File: config.mk
export PLATFORM = sky130hd
export DESIGN_NAME = uart_reg_responder_flat
export DESIGN_NICKNAME = d
export VERILOG_FILES = /design/src/rtl/uart_reg_responder_if.sv /design/src/rtl/uart_reg_responder.sv /design/src/flat_wrapper.sv
export SDC_FILE = /design/constraint.sdc
export NUM_CORES = 1
export LEC_CHECK = 0
export ABC_AREA = 0
export CORE_ASPECT_RATIO = 0.8
export CORE_UTILIZATION = 60
export DETAILED_ROUTE_END_ITERATION = 10
export PLACE_DENSITY = 0.79
export SETUP_SLACK_MARGIN = 0.1
export SLEW_MARGIN = 30
export SYNTH_ARGS = -nofsm -noshare
export SYNTH_HDL_FRONTEND = slang
export SYNTH_SLANG_ARGS = --single-unit
File: constraint.sdc
create_clock -name clk_i -period 3.3 [get_ports clk_i]
set_clock_uncertainty 0.1 [all_clocks]
set_input_delay 0.99 -clock clk_i [delete_from_list [all_inputs] [get_ports clk_i]]
set_output_delay 0.99 -clock clk_i [all_outputs]
set_load 0.02 [all_outputs]
File: src/rtl/uart_reg_responder_if.sv
// Byte-level bus between the UART receiver/transmitter and the register responder,
// plus the register write port toward the system.
//   rx_byte/rx_valid     received byte and its one-cycle strobe
//   tx_dv                transmitter idle (1 = ready to accept tx_start)
//   tx_start/tx_in       one-cycle launch strobe and the byte to send
//   reg_wr_en/addr/data  one-cycle register write mirror
//   busy                 responder is inside a frame or a reply
// slave  : the responder side
// master : the UART / system side (a testbench takes this role)
interface uart_reg_responder_if #(
   parameter int ADDR_WIDTH = 4
);
   logic [7:0]            rx_byte;
   logic                  rx_valid;
   logic                  tx_dv;
   logic                  tx_start;
   logic [7:0]            tx_in;
   logic                  reg_wr_en;
   logic [ADDR_WIDTH-1:0] reg_wr_addr;
   logic [7:0]            reg_wr_data;
   logic                  busy;

   modport slave (
      input  rx_byte, rx_valid, tx_dv,
      output tx_start, tx_in, reg_wr_en, reg_wr_addr, reg_wr_data, busy
   );

   modport master (
      output rx_byte, rx_valid, tx_dv,
      input  tx_start, tx_in, reg_wr_en, reg_wr_addr, reg_wr_data, busy
   );
endinterface

File: src/rtl/uart_reg_responder.sv
// Command responder on the far end of the UART link. Decodes WRITE (0x57,addr,data)
// and READ (0x52,addr) frames, owns a 2**ADDR_WIDTH x 8 register file, mirrors every
// write on a one-cycle write port and answers each frame through the byte transmitter
// (ACK 0x06 for writes, register contents for reads, NAK 0x15 for errors).
// Ports:
//   clk_i    system clock
//   rst_n_i  synchronous reset, active low
//   bus      uart_reg_responder_if.slave (rx byte in, tx byte out, register write port, busy)
// Optional feature macro UART_RESP_CHKSUM_EN: frames carry a trailing XOR checksum byte
// and every reply is sent as the pair b, ~b.
//
// state       | meaning
// ------------+--------------------------------------------------------------
// S_IDLE      | waiting for a command byte
// S_GET_ADDR  | command accepted, waiting for the address byte
// S_GET_DATA  | write only, waiting for the data byte
// S_GET_CSUM  | checksum build only, waiting for the checksum byte
// S_EXEC      | single cycle: perform write / fetch read data, pick reply byte
// S_SEND      | reply byte valid, launch it as soon as the transmitter is idle
// S_WAIT_BUSY | byte launched, waiting for the transmitter to go busy
// S_WAIT_DONE | waiting for the transmitter to return to idle
module uart_reg_responder #(
   parameter int ADDR_WIDTH     = 4,
   parameter int TIMEOUT_CYCLES = 500000
) (
   input  logic                  clk_i,
   input  logic                  rst_n_i,
   uart_reg_responder_if.slave   bus
);

   localparam logic [7:0] CMD_WR = 8'h57;
   localparam logic [7:0] CMD_RD = 8'h52;
   localparam logic [7:0] ACK    = 8'h06;
   localparam logic [7:0] NAK    = 8'h15;
   localparam int         DEPTH  = 2 ** ADDR_WIDTH;
   localparam int         CNT_W  = $clog2(TIMEOUT_CYCLES + 1);
   localparam logic [CNT_W-1:0] CNT_LAST = CNT_W'(TIMEOUT_CYCLES - 1);

   typedef enum logic [2:0] {
      S_IDLE,
      S_GET_ADDR,
      S_GET_DATA,
      S_EXEC,
      S_SEND,
      S_WAIT_BUSY,
      S_WAIT_DONE
`ifdef UART_RESP_CHKSUM_EN
      , S_GET_CSUM
`endif
   } state_t;

   state_t           state_q, state_d;
   logic             is_wr_q, is_wr_d;
   logic [7:0]       addr_q, addr_d;
   logic [7:0]       data_q, data_d;
   logic [7:0]       tx_in_q, tx_in_d;
   logic [CNT_W-1:0] cnt_q, cnt_d;
`ifdef UART_RESP_CHKSUM_EN
   logic [7:0]       csum_q, csum_d;
   logic             second_q, second_d;
`endif

   logic [7:0] regs_q [DEPTH];

   logic       tx_start;
   logic       wr_en;
   logic       addr_ok;
   logic       frame_ok;
   logic       in_frame;
   logic [7:0] rd_data;

   // Full 8-bit address byte is kept so out-of-range addresses can be rejected.
   assign addr_ok = ({24'd0, addr_q} < (32'd1 << ADDR_WIDTH));
   assign rd_data = regs_q[addr_q[ADDR_WIDTH-1:0]];

`ifdef UART_RESP_CHKSUM_EN
   // The checksum byte is folded into the running XOR, so a good frame leaves zero.
   assign frame_ok = addr_ok && (csum_q == 8'h00);
   assign in_frame = (state_q == S_GET_ADDR) || (state_q == S_GET_DATA) ||
                     (state_q == S_GET_CSUM);
`else
   assign frame_ok = addr_ok;
   assign in_frame = (state_q == S_GET_ADDR) || (state_q == S_GET_DATA);
`endif

   always_ff @(posedge clk_i) begin
      if (!rst_n_i) begin
         state_q  <= S_IDLE;
         is_wr_q  <= 1'b0;
         addr_q   <= '0;
         data_q   <= '0;
         tx_in_q  <= '0;
         cnt_q    <= '0;
`ifdef UART_RESP_CHKSUM_EN
         csum_q   <= '0;
         second_q <= 1'b0;
`endif
      end else begin
         state_q  <= state_d;
         is_wr_q  <= is_wr_d;
         addr_q   <= addr_d;
         data_q   <= data_d;
         tx_in_q  <= tx_in_d;
         cnt_q    <= cnt_d;
`ifdef UART_RESP_CHKSUM_EN
         csum_q   <= csum_d;
         second_q <= second_d;
`endif
      end
   end

   always_ff @(posedge clk_i) begin
      if (!rst_n_i) begin
         for (int i = 0; i < DEPTH; i++) begin
            regs_q[i] <= 8'h00;
         end
      end else if (wr_en) begin
         regs_q[addr_q[ADDR_WIDTH-1:0]] <= data_q;
      end
   end

   always_comb begin
      state_d  = state_q;
      is_wr_d  = is_wr_q;
      addr_d   = addr_q;
      data_d   = data_q;
      tx_in_d  = tx_in_q;
      cnt_d    = cnt_q;
`ifdef UART_RESP_CHKSUM_EN
      csum_d   = csum_q;
      second_d = second_q;
`endif
      tx_start = 1'b0;
      wr_en    = 1'b0;

      case (state_q)
         S_IDLE: begin
            cnt_d = '0;
            if (bus.rx_valid) begin
`ifdef UART_RESP_CHKSUM_EN
               csum_d   = bus.rx_byte;
               second_d = 1'b0;
`endif
               if (bus.rx_byte == CMD_WR) begin
                  is_wr_d = 1'b1;
                  state_d = S_GET_ADDR;
               end else if (bus.rx_byte == CMD_RD) begin
                  is_wr_d = 1'b0;
                  state_d = S_GET_ADDR;
               end else begin
                  tx_in_d = NAK;
                  state_d = S_SEND;
               end
            end
         end
         S_GET_ADDR: begin
            if (bus.rx_valid) begin
               addr_d = bus.rx_byte;
               cnt_d  = '0;
`ifdef UART_RESP_CHKSUM_EN
               csum_d  = csum_q ^ bus.rx_byte;
               state_d = is_wr_q ? S_GET_DATA : S_GET_CSUM;
`else
               state_d = is_wr_q ? S_GET_DATA : S_EXEC;
`endif
            end
         end
         S_GET_DATA: begin
            if (bus.rx_valid) begin
               data_d = bus.rx_byte;
               cnt_d  = '0;
`ifdef UART_RESP_CHKSUM_EN
               csum_d  = csum_q ^ bus.rx_byte;
               state_d = S_GET_CSUM;
`else
               state_d = S_EXEC;
`endif
            end
         end
`ifdef UART_RESP_CHKSUM_EN
         S_GET_CSUM: begin
            if (bus.rx_valid) begin
               csum_d  = csum_q ^ bus.rx_byte;
               cnt_d   = '0;
               state_d = S_EXEC;
            end
         end
`endif
         S_EXEC: begin
            state_d = S_SEND;
            if (!frame_ok) begin
               tx_in_d = NAK;
            end else if (is_wr_q) begin
               wr_en   = 1'b1;
               tx_in_d = ACK;
            end else begin
               tx_in_d = rd_data;
            end
         end
         S_SEND: begin
            if (bus.tx_dv) begin
               tx_start = 1'b1;
               state_d  = S_WAIT_BUSY;
            end
         end
         S_WAIT_BUSY: begin
            if (!bus.tx_dv) begin
               state_d = S_WAIT_DONE;
            end
         end
         S_WAIT_DONE: begin
            if (bus.tx_dv) begin
`ifdef UART_RESP_CHKSUM_EN
               if (!second_q) begin
                  second_d = 1'b1;
                  tx_in_d  = ~tx_in_q;
                  state_d  = S_SEND;
               end else begin
                  state_d = S_IDLE;
               end
`else
               state_d = S_IDLE;
`endif
            end
         end
         default: state_d = S_IDLE;
      endcase

      // Inter-byte timeout while collecting a frame: abandon silently.
      if (in_frame && !bus.rx_valid) begin
         if (cnt_q == CNT_LAST) begin
            state_d = S_IDLE;
            cnt_d   = '0;
         end else begin
            cnt_d = cnt_q + 1'b1;
         end
      end
   end

   assign bus.tx_start    = tx_start;
   assign bus.tx_in       = tx_in_q;
   assign bus.reg_wr_en   = wr_en;
   assign bus.reg_wr_addr = wr_en ? addr_q[ADDR_WIDTH-1:0] : '0;
   assign bus.reg_wr_data = wr_en ? data_q : 8'h00;
   assign bus.busy        = (state_q != S_IDLE);

endmodule

File: src/flat_wrapper.sv
// flat-port wrapper written by rule: the top's interface ports become plain ports
module uart_reg_responder_flat 
#(
   parameter int ADDR_WIDTH     = 4,
   parameter int TIMEOUT_CYCLES = 500000
)
  (clk_i, rst_n_i, bus_rx_byte, bus_rx_valid, bus_tx_dv, bus_tx_start, bus_tx_in, bus_reg_wr_en, bus_reg_wr_addr, bus_reg_wr_data, bus_busy);
  uart_reg_responder_if #(.ADDR_WIDTH(ADDR_WIDTH)) bus_i ();
  input  logic clk_i;
  input  logic rst_n_i;
  input wire logic [$bits(bus_i.rx_byte)-1:0] bus_rx_byte;
  input wire logic [$bits(bus_i.rx_valid)-1:0] bus_rx_valid;
  input wire logic [$bits(bus_i.tx_dv)-1:0] bus_tx_dv;
  output wire logic [$bits(bus_i.tx_start)-1:0] bus_tx_start;
  output wire logic [$bits(bus_i.tx_in)-1:0] bus_tx_in;
  output wire logic [$bits(bus_i.reg_wr_en)-1:0] bus_reg_wr_en;
  output wire logic [$bits(bus_i.reg_wr_addr)-1:0] bus_reg_wr_addr;
  output wire logic [$bits(bus_i.reg_wr_data)-1:0] bus_reg_wr_data;
  output wire logic [$bits(bus_i.busy)-1:0] bus_busy;
  assign bus_i.rx_byte = bus_rx_byte;
  assign bus_i.rx_valid = bus_rx_valid;
  assign bus_i.tx_dv = bus_tx_dv;
  assign bus_tx_start = bus_i.tx_start;
  assign bus_tx_in = bus_i.tx_in;
  assign bus_reg_wr_en = bus_i.reg_wr_en;
  assign bus_reg_wr_addr = bus_i.reg_wr_addr;
  assign bus_reg_wr_data = bus_i.reg_wr_data;
  assign bus_busy = bus_i.busy;
  uart_reg_responder #(.ADDR_WIDTH(ADDR_WIDTH), .TIMEOUT_CYCLES(TIMEOUT_CYCLES)) u_core (.clk_i(clk_i), .rst_n_i(rst_n_i), .bus(bus_i));
endmodule
==> results.json <==
{
  "grt-ovfl-total": 0,
  "required_ns": 2.21,
  "port_buffers": 34,
  "crit_path_start_kind": "flip-flop",
  "synth_largest_area_cell": "edfxtp_1",
  "first_iter_violations": 637,
  "clockBufferDepth": 2,
  "syn_to_final_growth_pct": 14.7,
  "cts_tree": "done",
  "swShare_pct": 23.9,
  "drcViolationCount": 0,
  "arrival_ns": 2.03,
  "synth_top_area_share_pct": 45.4,
  "core_area_sq_um": 13600,
  "floorplan.initialDensity_pct": 62.0,
  "hold_violations": 0,
  "grt_pass1_wl_mm": 31.5,
  "syn_area_sq_um": 8460,
  "yosys-top-cells-area": "edfxtp_1, dfxtp_1, and2_1",
  "comb_power_share_pct": 9.5,
  "endpoint_kind": "output port",
  "grt_max_degree": 27,
  "die-area_sq_um": 14600,
  "synth_seq_cells": 179,
  "crit_fanout": 7,
  "p_leak_uw": 0.00349,
  "placed_area_sq_um": 9160,
  "critPathKind": "reg2out",
  "antenna_found_initial": 0,
  "finalInstanceArea_sq_um": 9710,
  "tightest_slew_ns": 0.872,
  "drv_cap": 0,
  "synth-edff-count": 128,
  "diodes": 0,
  "dp_slack_ns": -0.00356,
  "hold_class": "reg2reg",
  "globalplace.congestion": 0.850,
  "p_per_area_nw_per_um2": 509,
  "yosysSeqAreaShare_pct": 57.5,
  "final_nets": 754,
  "whs_ns": 0.383,
  "finalCritPeriodShare_pct": 94.5,
  "status": "completed",
  "fin_crit_ns": 3.12,
  "first_pass_iters": 5,
  "clockPowerShare_pct": 39.1,
  "setup_ws_ns": 0.181,
  "yosys_warnings": 0,
  "drt-total-wl_mm": 20.3,
  "clock_sinks": 179,
  "drive_gt1_share_pct": 17.8,
  "die_h_microns": 108,
  "ys_dominant_reg_cell": "edfxtp_1",
  "drv_slew": 0,
  "peakVddDrop_uv": 478,
  "p_sw_uw": 1180,
  "num_vias": 5872,
  "grt_pass1_vias": 5646,
  "p_int_uw": 3760,
  "dp_hpwl_mm": 13.7,
  "rows": 38,
  "wl_per_cell_microns": 21.7,
  "ctsHoldBuffers": 0,
  "synthDistinctLibCells": 56,
  "clk_root_buffer_cell": "clkbuf_16",
  "synth_async_sr_flop_share_pct": 0,
  "io_pins": 35,
  "finalSetupViolCount": 0,
  "rsz0062_at_grt": "false",
  "numCtsBuffers": 17,
  "final_cells": 934,
  "p_seq_share_pct": 51.4,
  "nFillCells": 875,
  "htree_levels": 4,
  "clock.fmax_mhz": 321,
  "synth_area_per_cell_sq_um": 12.4,
  "fp.dieW_microns": 135,
  "grtUsageTotal_pct": 29.8,
  "dp.cells": 900,
  "synthesis.nets": 698,
  "clk_pin_slew_ns": 0.06,
  "routed_via_density": 6.29,
  "syn_inst": 685,
  "slew_headroom_pct": 41.8,
  "antenna_left": 0,
  "clk_latency_ns": 0.43
}
==> kinds of logic (layout without fill, tap and decap cells) <==
group | after synthesis | in the layout | synth area share [%]
buf+inv | 43 | 112 | 2.22
simple gates | 323 | 323 | 22.1
xor+xnor | 3 | 3 | 0.311
mux | 50 | 50 | 10.9
fa+ha+maj | 1 | 1 | 0.148
flops | 179 | 179 | 57.5
compound gates | 86 | 86 | 6.74
==> synth_stat cells (2+ instances only) <==
| library cell | number |
|---|---|
| nand4_1 | 7 |
| nor2_1 | 34 |
| dfxtp_1 | 51 |
| clkbuf_1 | 29 |
| a21o_1 | 3 |
| nor4_1 | 2 |
| a22o_1 | 4 |
| and2b_1 | 4 |
| nand2_1 | 43 |
| nor3_1 | 6 |
| nand3_1 | 19 |
| a211oi_1 | 4 |
| or3b_2 | 2 |
| nand2b_1 | 11 |
| o211ai_1 | 2 |
| a21oi_1 | 12 |
| buf_1 | 2 |
| mux2i_1 | 16 |
| nand3b_1 | 3 |
| a32oi_1 | 3 |
| o21ai_0 | 20 |
| edfxtp_1 | 128 |
| a21boi_0 | 11 |
| or4_1 | 2 |
| o22ai_1 | 5 |
| and2_1 | 132 |
| inv_1 | 3 |
| buf_2 | 6 |
| nor4_2 | 2 |
| buf_6 | 2 |
| xor2_1 | 3 |
| a31oi_1 | 11 |
| mux4_2 | 34 |
| nor3b_1 | 2 |
| a41oi_1 | 2 |
| or3_1 | 5 |
| nor2b_1 | 21 |
| and3_1 | 20 |
| nand4bb_1 | 2 |
==> through the flow <==
step                total power, uW  setup TNS, ns  util (%)
floorplan                      2850              0         -
global placement               3020              0      67.1
detailed placement             3040       -0.00356      67.1
CTS                            4930              0      71.3
global route                   5070              0      71.1
finish                         4940              0      71.1
==> registers in the layout, summed over array words and instances, names as in the netlist, named ones only <==
signal	count
u_core.bus.tx_in	8
u_core.state_q	3
u_core.is_wr_q	1
u_core.cnt_q	19
u_core.regs_q	128
u_core.data_q	8
u_core.addr_q	8
==> placed cells by master, fill, tap and decap left out, drive strengths merged, types with 5 or more instances in the layout <==
cell	netlist	routed
o21ai	20	20
nand2	43	43
edfxtp	128	128
mux4	34	34
dfxtp	51	51
a21oi	13	13
and3	20	20
or3	5	5
nor3	6	6
nand3	19	19
clkinv	0	5
nor2	35	35
buf	11	42
and2	132	132
a21boi	11	11
clkbuf	29	30
inv	3	7
o22ai	5	5
nor4	5	5
nor2b	21	21
clkdlybuf4s50	0	20
nand2b	11	11
mux2i	16	16
a31oi	11	11
nand4	7	7
==> routing by layer <==
layer	global-route usage [%]	vias to the layer above	share of wire (%)
met2	46.8	282	48
met5	0	-	0
met1	41.0	2900	42
met4	12.0	0	2.5
li1	-	2650	-
met3	6.05	40	8.2
==> worst paths after layout <==
check | start | end | slack [ns] | depth (start not counted)
max | u_core.addr_q[4] | bus_reg_wr_data[2] | 0.18 | 5
min | u_core.bus.tx_in[4] | u_core.bus.tx_in[4] | 0.38 | 2
max reg2reg | u_core.is_wr_q | u_core.regs_q[2][4] | 0.70 | 4
min reg2reg | u_core.bus.tx_in[4] | u_core.bus.tx_in[4] | 0.38 | 2
==> critical path, stage by stage, from the launching register on <==
cell and delay, ns:
dfxtp_1 0.31, or3_4 0.44, nor4_4 0.21, clkdlybuf4s15_2 0.30, and3_1 0.17, clkbuf_2 0.17
==> timing repair <==
action	4_1_cts	5_1_grt
gates cloned	0	1
resized for setup	31	11
buffers inserted	0	1
pin swaps	0	1
setup endpoints to repair	14	13
==> area by class of cell <==
type | count | area (sq um) | share of cell area [%]
tap | 180 | 225 | 2.32
sequential | 179 | 4870 | 50.1
multi-input combinational | 463 | 3420 | 35.3
clock inverter | 12 | 104 | 1.07
inverter | 3 | 11.3 | 0.116
clock buffer | 20 | 457 | 4.71
timing repair buffer | 77 | 619 | 6.38
==> power by group through the flow <==
stage / clock network, uW / registers (uW) / logic [uW]
2_1_floorplan: 0 / 2560 / 293
3_3_place_gp: 0 / 2580 / 443
3_5_place_dp: 0 / 2580 / 455
4_1_cts: 1930 / 2540 / 461
5_1_grt: 2020 / 2540 / 501
6_report: 1930 / 2540 / 468
Note: power is estimated with default switching activity, not from simulation.
==> RTL change (same settings) <==
`TIMEOUT_CYCLES` is set to 500000 in 2 places; all go to 125000.
--- a/src/rtl/uart_reg_responder.sv
+++ b/src/rtl/uart_reg_responder.sv
@@ -22,5 +22,5 @@
 module uart_reg_responder #(
    parameter int ADDR_WIDTH     = 4,
-   parameter int TIMEOUT_CYCLES = 500000
+   parameter int TIMEOUT_CYCLES = 125000
 ) (
    input  logic                  clk_i,
--- a/src/flat_wrapper.sv
+++ b/src/flat_wrapper.sv
@@ -3,5 +3,5 @@
 #(
    parameter int ADDR_WIDTH     = 4,
-   parameter int TIMEOUT_CYCLES = 500000
+   parameter int TIMEOUT_CYCLES = 125000
 )
   (clk_i, rst_n_i, bus_rx_byte, bus_rx_valid, bus_tx_dv, bus_tx_start, bus_tx_in, bus_reg_wr_en, bus_reg_wr_addr, bus_reg_wr_data, bus_busy);
Formal check against the unedited RTL: same outputs for any inputs over 4 cycles, from zero or initial values and one cycle with rst_n_i low; that may be too few to reach the edited logic, so the function may still have changed.
==> RTL change against the unedited design <==
- first-iteration DRC count grew 0.78%
- wire length shrank 4.9%
- power shrank 0.90%
- count of clock-buffer cells in the layout shrank 2
- synthesized area shrank 3.5%
- hold slack lost 0.0081 ns
- largest power group unchanged
- non-clock buffer count shrank 6
- final area shrank 3.3%
- worst setup slack gained 0.057 ns
- sequential cell count shrank 2
==> RTL change: results (changes against the unedited design) <==
{| class="wikitable"
! Metric !! Value
|-
| Placed wire-length estimate || 12,900 µm (-6.2%)
|-
| Xor and xnor fraction of the mapped netlist area || 0.0161 (+0.0130)
|-
| Destination of the worst hold path || u_core.bus.tx_in[0]
|-
| Distinct cell type count of the synthesized netlist || 59 (+5.4%)
|-
| Total GRT Usage || 0.300 (+0.00187)
|-
| Area share of the largest cell type after synthesis || 0.471 (+0.0164)
|-
| Crit Reg-Reg Endpoint || u_core.regs_q[2][0]
|-
| R2r setup slk || 0.86 ns (+0.16 ns)
|-
| Cell count after placement || 857 (-4.8%)
|-
| Commonest cells in the synthesized netlist || sky130_fd_sc_hd__and2_1 (131), sky130_fd_sc_hd__edfxtp_1 (128), sky130_fd_sc_hd__dfxtp_1 (49)
|-
| Post-Synth Adder-Cell Area || 0.00153 (+0.0000535)
|-
| Actual slew at the worst max-slew pin || 0.685 ns (-0.187 ns)
|-
| Clk buf depth || 2 (unchanged)
|-
| Via-per-instance ratio || 6.12 (-2.7%)
|-
| Synth Area in Compound Gates || 0.0539 (-0.0135)
|-
| Mux cell area share after synthesis || 0.102 (-0.00753)
|-
| DP Area || 8860 µm² (-3.2%)
|-
| Number of global-route vias before repair || 5,497 (-2.6%)
|-
| Filler cell count in the final layout || 868 (-0.80%)
|-
| Leak Pwr || 3.42 nW (-1.9%)
|-
| Most area-consuming cells after synthesis || sky130_fd_sc_hd__edfxtp_1 (47%), sky130_fd_sc_hd__dfxtp_1 (12%), sky130_fd_sc_hd__and2_1 (10%)
|-
| IR drop worst, VDD || 0.397 mV (-17%)
|-
| Worst Hold Launch || u_core.bus.tx_in[0]
|-
| Number of cells traversed by the worst register-to-register path || 3 (-1)
|-
| Switching part of the total || 0.235 (-0.00402)
|-
| Largest fanout on the critical path || 17 (+10)
|-
| Wirelength, routed || 19,300 µm (-4.9%)
|-
| Pin count of the biggest net entering global routing || 35 (+30%)
|-
| Minimum setup slack after placement || -0.0143 ns (-0.0107 ns)
|-
| Worst Hold Margin || 0.375 ns (-0.00813 ns)
|-
| Initial drt markers || 642 (+0.78%)
|-
| Sequential area share after synthesis || 0.591 (+0.0159)
|-
| Diode count || 0 (unchanged)
|-
| Top Registers || u_core.regs_q: 128 flops, u_core.cnt_q: 17 flops
|-
| Result of the run || finished clean
|-
| Post-synthesis average cell area || 12.7 µm² (+3.0%)
|-
| Htree depth || 4 (unchanged)
|-
| Number of standard cells in the final layout excluding fillers || 889 (-4.8%)
|-
| Final setup viols || 0 (unchanged)
|-
| Final nets || 714 (-5.3%)
|-
| Placer's final routability congestion estimate || 0.864 (+1.7%)
|-
| Fraction of final layout cells sized beyond drive strength 1 || 0.189 (+0.0114)
|-
| Post-synthesis net count || 655 (-6.2%)
|-
| Clock group share of total power || 0.406 (+0.015)
|-
| Global-route wire length before repair || 30,900 µm (-1.8%)
|-
| Arrival time of data at the critical path endpoint || 1.97 ns (-0.06 ns)
|}
RTL change: cell types whose count changed in the layout (fill, tap and decap cells not counted), moves of 6 or more:
cell                       before  now
sky130_fd_sc_hd__a21boi_0      11    1
sky130_fd_sc_hd__a21oi_1       12   20
sky130_fd_sc_hd__a22oi_1        0   11
sky130_fd_sc_hd__a31oi_1       11    0
sky130_fd_sc_hd__buf_4         42   35
sky130_fd_sc_hd__clkinv_4       1    7
sky130_fd_sc_hd__inv_1          3    9
sky130_fd_sc_hd__mux2i_1       16   10
sky130_fd_sc_hd__nand2_1       43   34
sky130_fd_sc_hd__nand3_1       19   11
sky130_fd_sc_hd__nor2_1        34   45
sky130_fd_sc_hd__nor2b_1       21    4
sky130_fd_sc_hd__xnor2_1        0   11
RTL change: worst reg2reg max path, delay by kind of cell (launching register included):
| family | cells | cell delay (ns) |
|---|---|---|
| AND/OR/NAND/NOR | 3 | 1.24 |
| flip-flops | 1 | 0.76 |
RTL change: how the worst max path moves through the flow:
stage                          start  cells after the start  slack (ns)                   to
detailed placement         bus_tx_dv                      3       -0.01         bus_tx_start
CTS                 u_core.addr_q[4]                      6        0.06        bus_reg_wr_en
global route        u_core.addr_q[4]                      6        0.16        bus_reg_wr_en
global placement           bus_tx_dv                      3      -0.002         bus_tx_start
finish              u_core.addr_q[4]                      6        0.24        bus_reg_wr_en
floorplan                    rst_n_i                      4        0.65  u_core.regs_q[4][0]
RTL change: layout make-up:
cell class	instances	area [µm²]	area share
multi-input cells	424	3150	0.336
well taps	175	219	0.0233
flip-flops and latches	177	4830	0.514
clock buffers	18	429	0.0457
inverters	10	37.5	0.00400
clock inverters	14	156	0.0167
repair buffers	71	568	0.0605
RTL change: per-layer routing:
metal	vias up	track usage	part of all wire
met2	245	0.483	0.49
met1	2699	0.408	0.41
met4	0	0.117	0.020
met5	-	0	0
li1	2460	-	-
met3	36	0.0529	0.079
RTL change: power groups by stage:
stage / combinational (mW) / sequential, mW / clock (mW)
after global placement: 0.387 / 2.54 / 0
after detailed placement: 0.397 / 2.54 / 0
after global routing: 0.433 / 2.50 / 2.10
after floorplan: 0.247 / 2.54 / 0
after CTS: 0.402 / 2.50 / 2.01
final: 0.405 / 2.50 / 1.99
RTL change: kinds of logic (layout without fill, tap and decap cells):
group                    Yosys count  count (layout)
multiplexers                      45              45
AND/OR/NAND/NOR                  295             295
adder cells (fa/ha/maj)            1               1
XOR/XNOR                          15              15
AO/OA/AOI/OAI                     68              68
flip-flops                       177             177
buffers and inverters             41             113
RTL change: repair_timing:
action,CTS,global route
endpoints found under the setup margin,14,13
setup buffers,0,0
resized for setup,23,18
